[src/rtl/spi_shift_pkg.sv]
// Shared types for the SPI shift master: FSM states, per-transaction mode,
// and the chip-select index width helper.
package spi_shift_pkg;

    typedef enum logic [1:0] {
        IDLE,
        LEAD,
        SHIFT,
        TRAIL
    } state_t;

    typedef struct packed {
        logic cpol;
        logic cpha;
    } mode_t;

    function automatic int cs_w(input int n);
        return (n > 1) ? $clog2(n) : 1;
    endfunction

endpackage

[src/rtl/spi_sclk_gen.sv]
// SPI clock generator: half-period divider producing single-cycle edge
// strobes and the o_clk level relative to the latched polarity.
module spi_sclk_gen #(
    parameter int CLK_DIV = 4
) (
    input  logic clk,
    input  logic rst,
    input  logic run,
    input  logic mute,
    input  logic cpol,
    output logic lead_stb,
    output logic trail_stb,
    output logic hp_end,
    output logic o_clk
);
    localparam int CW = (CLK_DIV > 1) ? $clog2(CLK_DIV) : 1;

    logic [CW-1:0] div_cnt;
    logic          inv;

    assign hp_end    = run && (div_cnt == CW'(CLK_DIV - 1));
    assign lead_stb  = hp_end && !mute && !inv;
    assign trail_stb = hp_end && !mute && inv;
    // Strobes fire in the cycle before the clk edge that moves o_clk.
    assign o_clk     = cpol ^ inv;

    always_ff @(posedge clk) begin
        if (rst || !run) begin
            div_cnt <= '0;
            inv     <= 1'b0;
        end else begin
            div_cnt <= hp_end ? '0 : div_cnt + 1'b1;
            if (hp_end && !mute)
                inv <= ~inv;
        end
    end

endmodule

[src/rtl/spi_shift_master.sv]
// Parametrised SPI shift master with CPOL/CPHA per transaction.
// Optional macro SPI_SHIFT_LOOPBACK_EN adds lb_en (capture from miso).
module spi_shift_master
    import spi_shift_pkg::*;
#(
    parameter int WIDTH     = 16,
    parameter int CLK_DIV   = 4,
    parameter int NCS       = 2,
    parameter int MSB_FIRST = 1
) (
    input  logic                 clk,
    input  logic                 rst,
    input  logic                 start,
    input  logic [cs_w(NCS)-1:0] cs_sel,
    input  logic                 cpol,
    input  logic                 cpha,
    input  logic [WIDTH-1:0]     tx_data,
    input  logic                 sdo,
`ifdef SPI_SHIFT_LOOPBACK_EN
    input  logic                 lb_en,
`endif
    output logic                 miso,
    output logic                 o_clk,
    output logic [NCS-1:0]       o_cs,
    output logic                 o_cs_en,
    output logic                 busy,
    output logic                 done,
    output logic [WIDTH-1:0]     rx_data
);
    localparam int CSW = cs_w(NCS);
    localparam int HPW = $clog2(2 * WIDTH);

    state_t           state, state_nxt;
    mode_t            mode_q;
    logic [CSW-1:0]   cs_q;
    logic [HPW-1:0]   hp_cnt;
    logic [WIDTH-1:0] tx_sh, rx_sh;
    logic             lead_stb, trail_stb, hp_end;
    logic             last_hp, mute, accept, sample_stb, update_stb, din;

    function automatic logic first_bit(input logic [WIDTH-1:0] v);
        return (MSB_FIRST != 0) ? v[WIDTH-1] : v[0];
    endfunction

    function automatic logic [WIDTH-1:0] drop_first(input logic [WIDTH-1:0] v);
        return (MSB_FIRST != 0) ? (v << 1) : (v >> 1);
    endfunction

    function automatic logic [WIDTH-1:0] push_bit(input logic [WIDTH-1:0] v, input logic b);
        return (MSB_FIRST != 0) ? {v[WIDTH-2:0], b} : {b, v[WIDTH-1:1]};
    endfunction

    assign busy       = (state != IDLE);
    assign accept     = (state == IDLE) && start;
    assign last_hp    = (state == SHIFT) && (hp_cnt == HPW'(2 * WIDTH - 1));
    // No edge at the SHIFT->TRAIL boundary or inside TRAIL: o_clk rests at cpol.
    assign mute       = last_hp || (state == TRAIL);
    assign sample_stb = mode_q.cpha ? trail_stb : lead_stb;
    assign update_stb = mode_q.cpha ? lead_stb : trail_stb;

`ifdef SPI_SHIFT_LOOPBACK_EN
    logic lb_q;
    always_ff @(posedge clk) begin
        if (rst)
            lb_q <= 1'b0;
        else if (accept)
            lb_q <= lb_en;
    end
    assign din = lb_q ? miso : sdo;
`else
    assign din = sdo;
`endif

    spi_sclk_gen #(
        .CLK_DIV(CLK_DIV)
    ) u_sclk (
        .clk      (clk),
        .rst      (rst),
        .run      (busy),
        .mute     (mute),
        .cpol     (mode_q.cpol),
        .lead_stb (lead_stb),
        .trail_stb(trail_stb),
        .hp_end   (hp_end),
        .o_clk    (o_clk)
    );

    always_ff @(posedge clk) begin
        if (rst)
            state <= IDLE;
        else
            state <= state_nxt;
    end

    always_comb begin
        state_nxt = state;
        case (state)
            IDLE:    if (start) state_nxt = LEAD;
            LEAD:    if (hp_end) state_nxt = SHIFT;
            SHIFT:   if (hp_end && last_hp) state_nxt = TRAIL;
            TRAIL:   if (hp_end) state_nxt = IDLE;
            default: state_nxt = IDLE;
        endcase
    end

    always_ff @(posedge clk) begin
        if (rst) begin
            mode_q  <= '0;
            cs_q    <= '0;
            hp_cnt  <= '0;
            miso    <= 1'b0;
            done    <= 1'b0;
            rx_data <= '0;
        end else begin
            done <= (state == TRAIL) && hp_end;
            if ((state == TRAIL) && hp_end)
                rx_data <= rx_sh;
            if (state == SHIFT && hp_end)
                hp_cnt <= hp_cnt + 1'b1;
            if (accept) begin
                mode_q <= '{cpol: cpol, cpha: cpha};
                cs_q   <= cs_sel;
                hp_cnt <= '0;
                if (!cpha)
                    miso <= first_bit(tx_data);
            end else if (update_stb) begin
                miso <= first_bit(tx_sh);
            end
        end
    end

    // Shift registers need no reset: every transaction reloads or refills them.
    always_ff @(posedge clk) begin
        if (accept)
            tx_sh <= cpha ? tx_data : drop_first(tx_data);
        else if (update_stb)
            tx_sh <= drop_first(tx_sh);
        if (sample_stb)
            rx_sh <= push_bit(rx_sh, din);
    end

    always_comb begin
        o_cs = '1;
        for (int i = 0; i < NCS; i++)
            if (busy && (int'(cs_q) == i))
                o_cs[i] = 1'b0;
    end

    assign o_cs_en = busy && (int'(cs_q) < NCS);

endmodule

[config.mk]
export PLATFORM = sky130hd
export DESIGN_NAME = spi_shift_master
export DESIGN_NICKNAME = d
export VERILOG_FILES = /design/src/rtl/spi_shift_pkg.sv /design/src/rtl/spi_sclk_gen.sv /design/src/rtl/spi_shift_master.sv
export SDC_FILE = /design/constraint.sdc
export NUM_CORES = 1
export LEC_CHECK = 0
export ABC_AREA = 1
export CORE_MARGIN = 5
export CORE_UTILIZATION = 25
export DETAILED_ROUTE_END_ITERATION = 8
export GPL_TIMING_DRIVEN = 0
export PLACE_DENSITY = 0.54
export SYNTH_ARGS = -nofsm -noshare
export SYNTH_HDL_FRONTEND = slang
export SYNTH_SLANG_ARGS = --single-unit
[constraint.sdc]
create_clock -name clk -period 3.39 [get_ports clk]
set_clock_uncertainty 0.1 [all_clocks]
set_input_delay 0.5085 -clock clk [delete_from_list [all_inputs] [get_ports clk]]
set_output_delay 0.5085 -clock clk [all_outputs]
set_load 0.03 [all_outputs]
==> results of run 1 <==
[metal layers]
metal  global-route usage, %  up-vias  share of wire [%]
met4                    2.85        0                1.3
met5                       0        -                  0
met2                    13.8       58                 44
li1                        -     1025                  -
met1                    12.4      926                 48
met3                    3.82        8                7.2
[area by class of cell]
cell class              count  area (sq um)  area share [%]
repair buffers             46           458            13.0
flip-flops and latches     63          1580            45.1
well taps                 140           175            4.99
clock inverters             3          20.0           0.570
clock buffers              13           159            4.53
multi-input cells         155           896            25.5
plain buffers              13          85.1            2.42
inverters                  36           135            3.85
[critical path: stages, from the launching register on]
cell             delay [ns]
dfxtp_1                0.39
inv_1                  0.10
ha_1                   0.25
or2_2                  0.31
clkdlybuf4s50_1        0.60
[cells in the mapped netlist]
library cell	count
inv_1	34
a21oi_1	23
buf_6	2
or2_2	1
o221ai_2	9
nand4_1	2
xor2_1	1
nand3_1	27
clkbuf_1	2
o21ai_0	10
dfxtp_1	31
o211ai_2	1
inv_2	2
o221ai_1	5
buf_4	4
nor3_1	2
or2_1	1
nor2_2	1
ha_1	8
a211oi_1	1
edfxtp_1	32
nand2_2	4
buf_2	5
nor2_1	15
nand2_1	44
[registers in the layout, summed over array words and instances (netlist names)]
register        flops
cs_q                1
done                1
u_sclk.div_cnt      2
rx_sh              16
rx_data            16
state               2
hp_cnt              5
u_sclk.inv          1
mode_q              2
miso                1
tx_sh              16
[per-stage QoR]
stage / total power [uW] / utilization, % / cell area [sq um] / setup slack, ns
3_5_place_dp: 1510 / 31.1 / 3330 / 0.604
3_3_place_gp: 1510 / 31.1 / 3320 / -0.0672
6_report: 2080 / 32.8 / 3510 / 0.795
2_1_floorplan: 1350 / - / 2700 / 0.490
5_1_grt: 2220 / 32.8 / 3510 / 0.606
4_1_cts: 2120 / 32.8 / 3510 / 0.748
[how the worst max path moves through the flow]
stage,startpoint,to,slack (ns),depth (start not counted)
after global placement,state[0],rx_sh[7],-0.07,7
final,state[0],o_cs[0],0.79,4
after detailed placement,start,tx_sh[5],0.60,4
after floorplan,state[0],rx_sh[0],0.49,7
after CTS,state[0],o_cs_en,0.75,5
after global routing,state[0],tx_sh[8],0.61,5
[cells by family (layout without fill, tap and decap cells)]
logic type | Yosys count | in the layout | share of synthesized area (%)
AO/OA/AOI/OAI | 49 | 49 | 13.5
flip-flops | 63 | 63 | 58.6
adder cells (fa/ha/maj) | 8 | 8 | 3.71
XOR/XNOR | 1 | 1 | 0.325
AND/OR/NAND/NOR | 97 | 97 | 15.7
buffers and inverters | 49 | 111 | 8.16
[power by group through the flow]
stage	clock network [uW]	logic (uW)	registers, uW
detailed placement	0	529	985
global route	648	588	979
global placement	0	523	983
finish	587	525	968
floorplan	0	366	979
CTS	617	533	969
==> impl_metrics.env, run 1 <==
export IMPL_status="finished clean"
export IMPL_design_die_area_sq_mm=0.0130
export IMPL_startpoint_type="flop"
export IMPL_areaGrowthSynthToFinish_pct=30.1
export IMPL_r2r_end="tx_sh[8]"
export IMPL_synthesis_area_sq_mm=0.00270
export IMPL_synth_area_leaders="edfxtp_1, dfxtp_1, nand2_1"
export IMPL_diodes=0
export IMPL_maxSlewHeadroom_pct=45.4
export IMPL_grt_ovfl_total=0
export IMPL_cts_root_buf="clkbuf_8"
export IMPL_seqPwrFrac_pct=46.5
export IMPL_fmax_ghz=0.385
export IMPL_syn_inst=267
export IMPL_initial_core_util_pct=25.2
export IMPL_ctsResizeCount=0
export IMPL_peakVddDrop_uv=255
export IMPL_drc=0
export IMPL_drive_above_1_share_pct=13.4
export IMPL_critPathCaptureType="output port"
export IMPL_reg2reg_from="state[0]"
export IMPL_setup_violations=0
export IMPL_first_global_vias=2016
export IMPL_cap_viol_max_count=0
export IMPL_worst_pin_slew_ns=0.817
export IMPL_rrSetupSlack_ns=0.88
export IMPL_switching_share_pct=30.4
export IMPL_io_buffers=45
export IMPL_clkPwrFrac_pct=28.2
export IMPL_mostFrequentLayoutCells="clkdlybuf4s50_1, nand2_1, inv_1"
export IMPL_p_int_uw=1450
export IMPL_drtIter0Drc=66
export IMPL_wl_mm=5.78
export IMPL_setup_tns_ns=0
export IMPL_switchingPower_uw=632
export IMPL_cts_setup_buffers=0
export IMPL_yosysTopAreaCellShare_pct=35.6
export IMPL_vias_per_cell=4.30
export IMPL_maxSlewViolCount=0
export IMPL_hold_buffers=0
export IMPL_grt_pass1_wl_mm=9.74
export IMPL_min_path_type="flop to flop"
export IMPL_placedCellCount=453
export IMPL_hold_depth=1
export IMPL_critPathKind="flop to output port"
export IMPL_routedWlPerCell_microns=12.3
export IMPL_clockBufferDepth=2
export IMPL_path_clk_slew_ns=0.07
export IMPL_grt_max_degree=17
export IMPL_synth_largest_area_cell="edfxtp_1"
export IMPL_yosysWarnings=0
export IMPL_layout_commonest_cell="clkdlybuf4s50_1"
export IMPL_combPwrFrac_pct=25.3
export IMPL_rsz0062_at_grt="no"
export IMPL_antenna_found_initial=0
export IMPL_io_pins=46
export IMPL_hold_violations=0
export IMPL_num_fill_cells=1127
export IMPL_critPathRequiredTime_ns=2.78
export IMPL_final_cells=469
export IMPL_power_leakage_uw=0.00130
export IMPL_globalplace_congestion=0.746
export IMPL_final_nets=355
export IMPL_cp_arrival_ns=1.99
export IMPL_yosysSeqAreaShare_pct=58.6
export IMPL_worst_skew_pair_late_latency_ns=0.33
export IMPL_ant_nets=0
export IMPL_num_vias=2017
export IMPL_core_area_sq_mm=0.0107
export IMPL_rows=38
export IMPL_syn_area_per_cell_sq_um=10.1
export IMPL_ys_seq_elements=63
export IMPL_worstPathMaxFanout=4
export IMPL_dp_hpwl_mm=4.10
export IMPL_timing_final_crit_share_pct=76.6
export IMPL_min_from="u_sclk.div_cnt[0]"
export IMPL_numCtsBuffers=9
export IMPL_finalCriticalPeriod_ns=2.60
export IMPL_die_y_microns=114
export IMPL_postSynthNetCount=298
export IMPL_die_w_microns=114
export IMPL_r2r_cells=5
export IMPL_htreeDepth=3
export IMPL_first_pass_iters=4
export IMPL_holdPathEnd="u_sclk.div_cnt[0]"
export IMPL_grt_usage_pct=9.31
export IMPL_cts_tree="done"
export IMPL_cts_num_sinks=63
export IMPL_pwr_density_cell_mw_per_mm2=593
export IMPL_synth_cell_types=25
export IMPL_hold_slack_ns=0.326
(Power assumes the default switching activity.)
==> run 2, diff against run 1 <==
==> constraint.sdc (replaced) <==
create_clock -name clk -period 2.6 [get_ports clk]
set_clock_uncertainty 0.1 [all_clocks]
set_input_delay 0.39 -clock clk [delete_from_list [all_inputs] [get_ports clk]]
set_output_delay 0.39 -clock clk [all_outputs]
set_load 0.03 [all_outputs]
==> run 2 against run 1 <==
Net effect: first-iteration DRC count is 30% higher; clock-buffer cell count is 4 lower; largest power group unchanged; critical path type unchanged; die area stayed put; sequential share of layout area is 0.76 points lower; final cell count is 0.21% lower; routed wire length is 2.0% lower; total power is 41% higher; sequential cell count stayed put; critical endpoint is now o_cs[1]; via count is 1.8% lower; sequential power is 30% higher; non-clock buffer count is 1 lower.
==> impl_metrics.env, run 2 (same netlist as run 1, synthesis figures left out) <==
export IMPL_initial_core_util_pct=25.2
export IMPL_rsz0062_at_grt="no"
export IMPL_critPathCaptureType="output port"
export IMPL_startpoint_type="flop"
export IMPL_wl_met3_microns=361
export IMPL_peakVddDrop_uv=334
export IMPL_drive_above_1_share_pct=14.3
export IMPL_cts_tree="done"
export IMPL_num_fill_cells=1103
export IMPL_post_route_cell_area_sq_mm=0.00357
export IMPL_dp_hpwl_mm=4.02
export IMPL_grt_ovfl_total=0
export IMPL_hold_violations=0
export IMPL_timing_final_crit_share_pct=93.8
export IMPL_io_buffers=45
export IMPL_cts_root_buf="clkbuf_8"
export IMPL_worst_pin_slew_ns=0.566
export IMPL_worstPathMaxFanout=6
export IMPL_critPathKind="flop to output port"
export IMPL_wl_mm=5.66
export IMPL_cp_startpoint="state[0]"
export IMPL_die_w_microns=114
export IMPL_globalplace_congestion=0.734
export IMPL_cp_arrival_ns=1.95
export IMPL_io_pins=46
export IMPL_vias_per_cell=4.23
export IMPL_hold_buffers=0
export IMPL_reg2reg_from="state[0]"
export IMPL_placedCellCount=452
export IMPL_highest_layer="met4"
export IMPL_grt_usage_pct=9.34
export IMPL_antenna_found_initial=0
export IMPL_clockBufferDepth=2
export IMPL_cap_viol_max_count=0
export IMPL_finalCriticalPeriod_ns=2.44
export IMPL_grt_pass1_wl_mm=9.64
export IMPL_diodes=0
export IMPL_reg_top3="rx_data x16, rx_sh x16, tx_sh x16"
export IMPL_final_util_pct=33.4
export IMPL_dpl_cell_area_sq_mm=0.00332
export IMPL_rows=38
export IMPL_grt_max_degree=17
export IMPL_drc=0
export IMPL_power_leakage_uw=0.00135
export IMPL_first_global_vias=2007
export IMPL_path_clk_slew_ns=0.07
export IMPL_final_cells=468
export IMPL_die_y_microns=114
export IMPL_areaGrowthSynthToFinish_pct=32.3
export IMPL_core_area_sq_mm=0.0107
export IMPL_critPathRequiredTime_ns=2.11
export IMPL_drt_met1_wl_mm=2.86
export IMPL_final_nets=354
export IMPL_ant_nets=0
export IMPL_wl_met2_mm=2.38
export IMPL_routedWlPerCell_microns=12.1
export IMPL_layout_commonest_cell="nand2_1"
export IMPL_pwr_density_cell_mw_per_mm2=820
export IMPL_first_pass_iters=4
export IMPL_min_from="u_sclk.div_cnt[0]"
export IMPL_maxSlewViolCount=0
export IMPL_design_die_area_sq_mm=0.0130
export IMPL_drtIter0Drc=86
export IMPL_setup_violations=0
export IMPL_num_vias=1980
export IMPL_min_path_type="flop to flop"
export IMPL_cts_num_sinks=63
export IMPL_maxSlewHeadroom_pct=62.3
export IMPL_status="finished clean"
export IMPL_mostFrequentLayoutCells="nand2_1, clkdlybuf4s50_1, inv_1"
export IMPL_worst_skew_pair_late_latency_ns=0.34
export IMPL_htreeDepth=3
export IMPL_fmax_ghz=0.410
export IMPL_numCtsBuffers=9
==> run 2: stage by stage <==
| stage | total power (uW) | setup TNS, ns | setup WS (ns) | hold WS (ns) |
|---|---|---|---|---|
| finish | 2930 | 0 | 0.162 | 0.324 |
| global route | 3090 | 0 | 0.0187 | 0.352 |
| CTS | 2970 | 0 | 0.0415 | 0.328 |
| detailed placement | 1980 | -6.83 | -0.313 | 0.317 |
| global placement | 1970 | -5.13 | -0.245 | 0.307 |
| floorplan | 1750 | 0 | 0.132 | 0.298 |
==> run 2: cell type report <==
class | instances | area (sq um) | share of cell area, %
Tap cell | 140 | 175 | 4.91
Buffer | 13 | 85.1 | 2.38
Inverter | 36 | 135 | 3.79
Sequential cell | 63 | 1580 | 44.3
Multi-Input combinational cell | 155 | 912 | 25.6
Clock inverter | 7 | 101 | 2.84
Clock buffer | 9 | 124 | 3.47
Timing Repair Buffer | 45 | 455 | 12.8
==> run 2: worst paths after layout <==
| kind | end | slack (ns) | cells after the start |
|---|---|---|---|
| setup reg to reg | rx_sh[9] | 0.34 | 7 |
| setup / recovery | o_cs[1] | 0.16 | 5 |
| hold reg to reg | u_sclk.div_cnt[0] | 0.32 | 1 |
| hold / removal | u_sclk.div_cnt[0] | 0.32 | 1 |
==> run 2: what timing repair did <==
item | 4_1_cts | 5_1_grt
setup endpoints to repair | 16 | 34
pin swaps | 0 | 0
resized for setup | 1 | 4
buffers inserted | 0 | 0
hold endpoints to repair | 0 | 0
==> run 2: layer usage <==
layer  up-vias  global-route usage, %
met3         8                   3.61
met5         -                      0
met1       885                   12.7
li1       1030                      -
met4         0                   3.33
met2        57                   13.6
==> run 2: where the power goes <==
group / switching [uW] / internal, uW / total [uW]
Combinational: 410 / 274 / 684
Clock: 427 / 552 / 979
Sequential: 50.3 / 1210 / 1260
Total: 888 / 2040 / 2930
==> run 2: critical path, stage by stage, from the launching register on <==
cell and delay, ns:
dfxtp_1 0.40, inv_1 0.10, ha_1 0.26, inv_2 0.14, nand2_1 0.11, clkdlybuf4s50_1 0.61
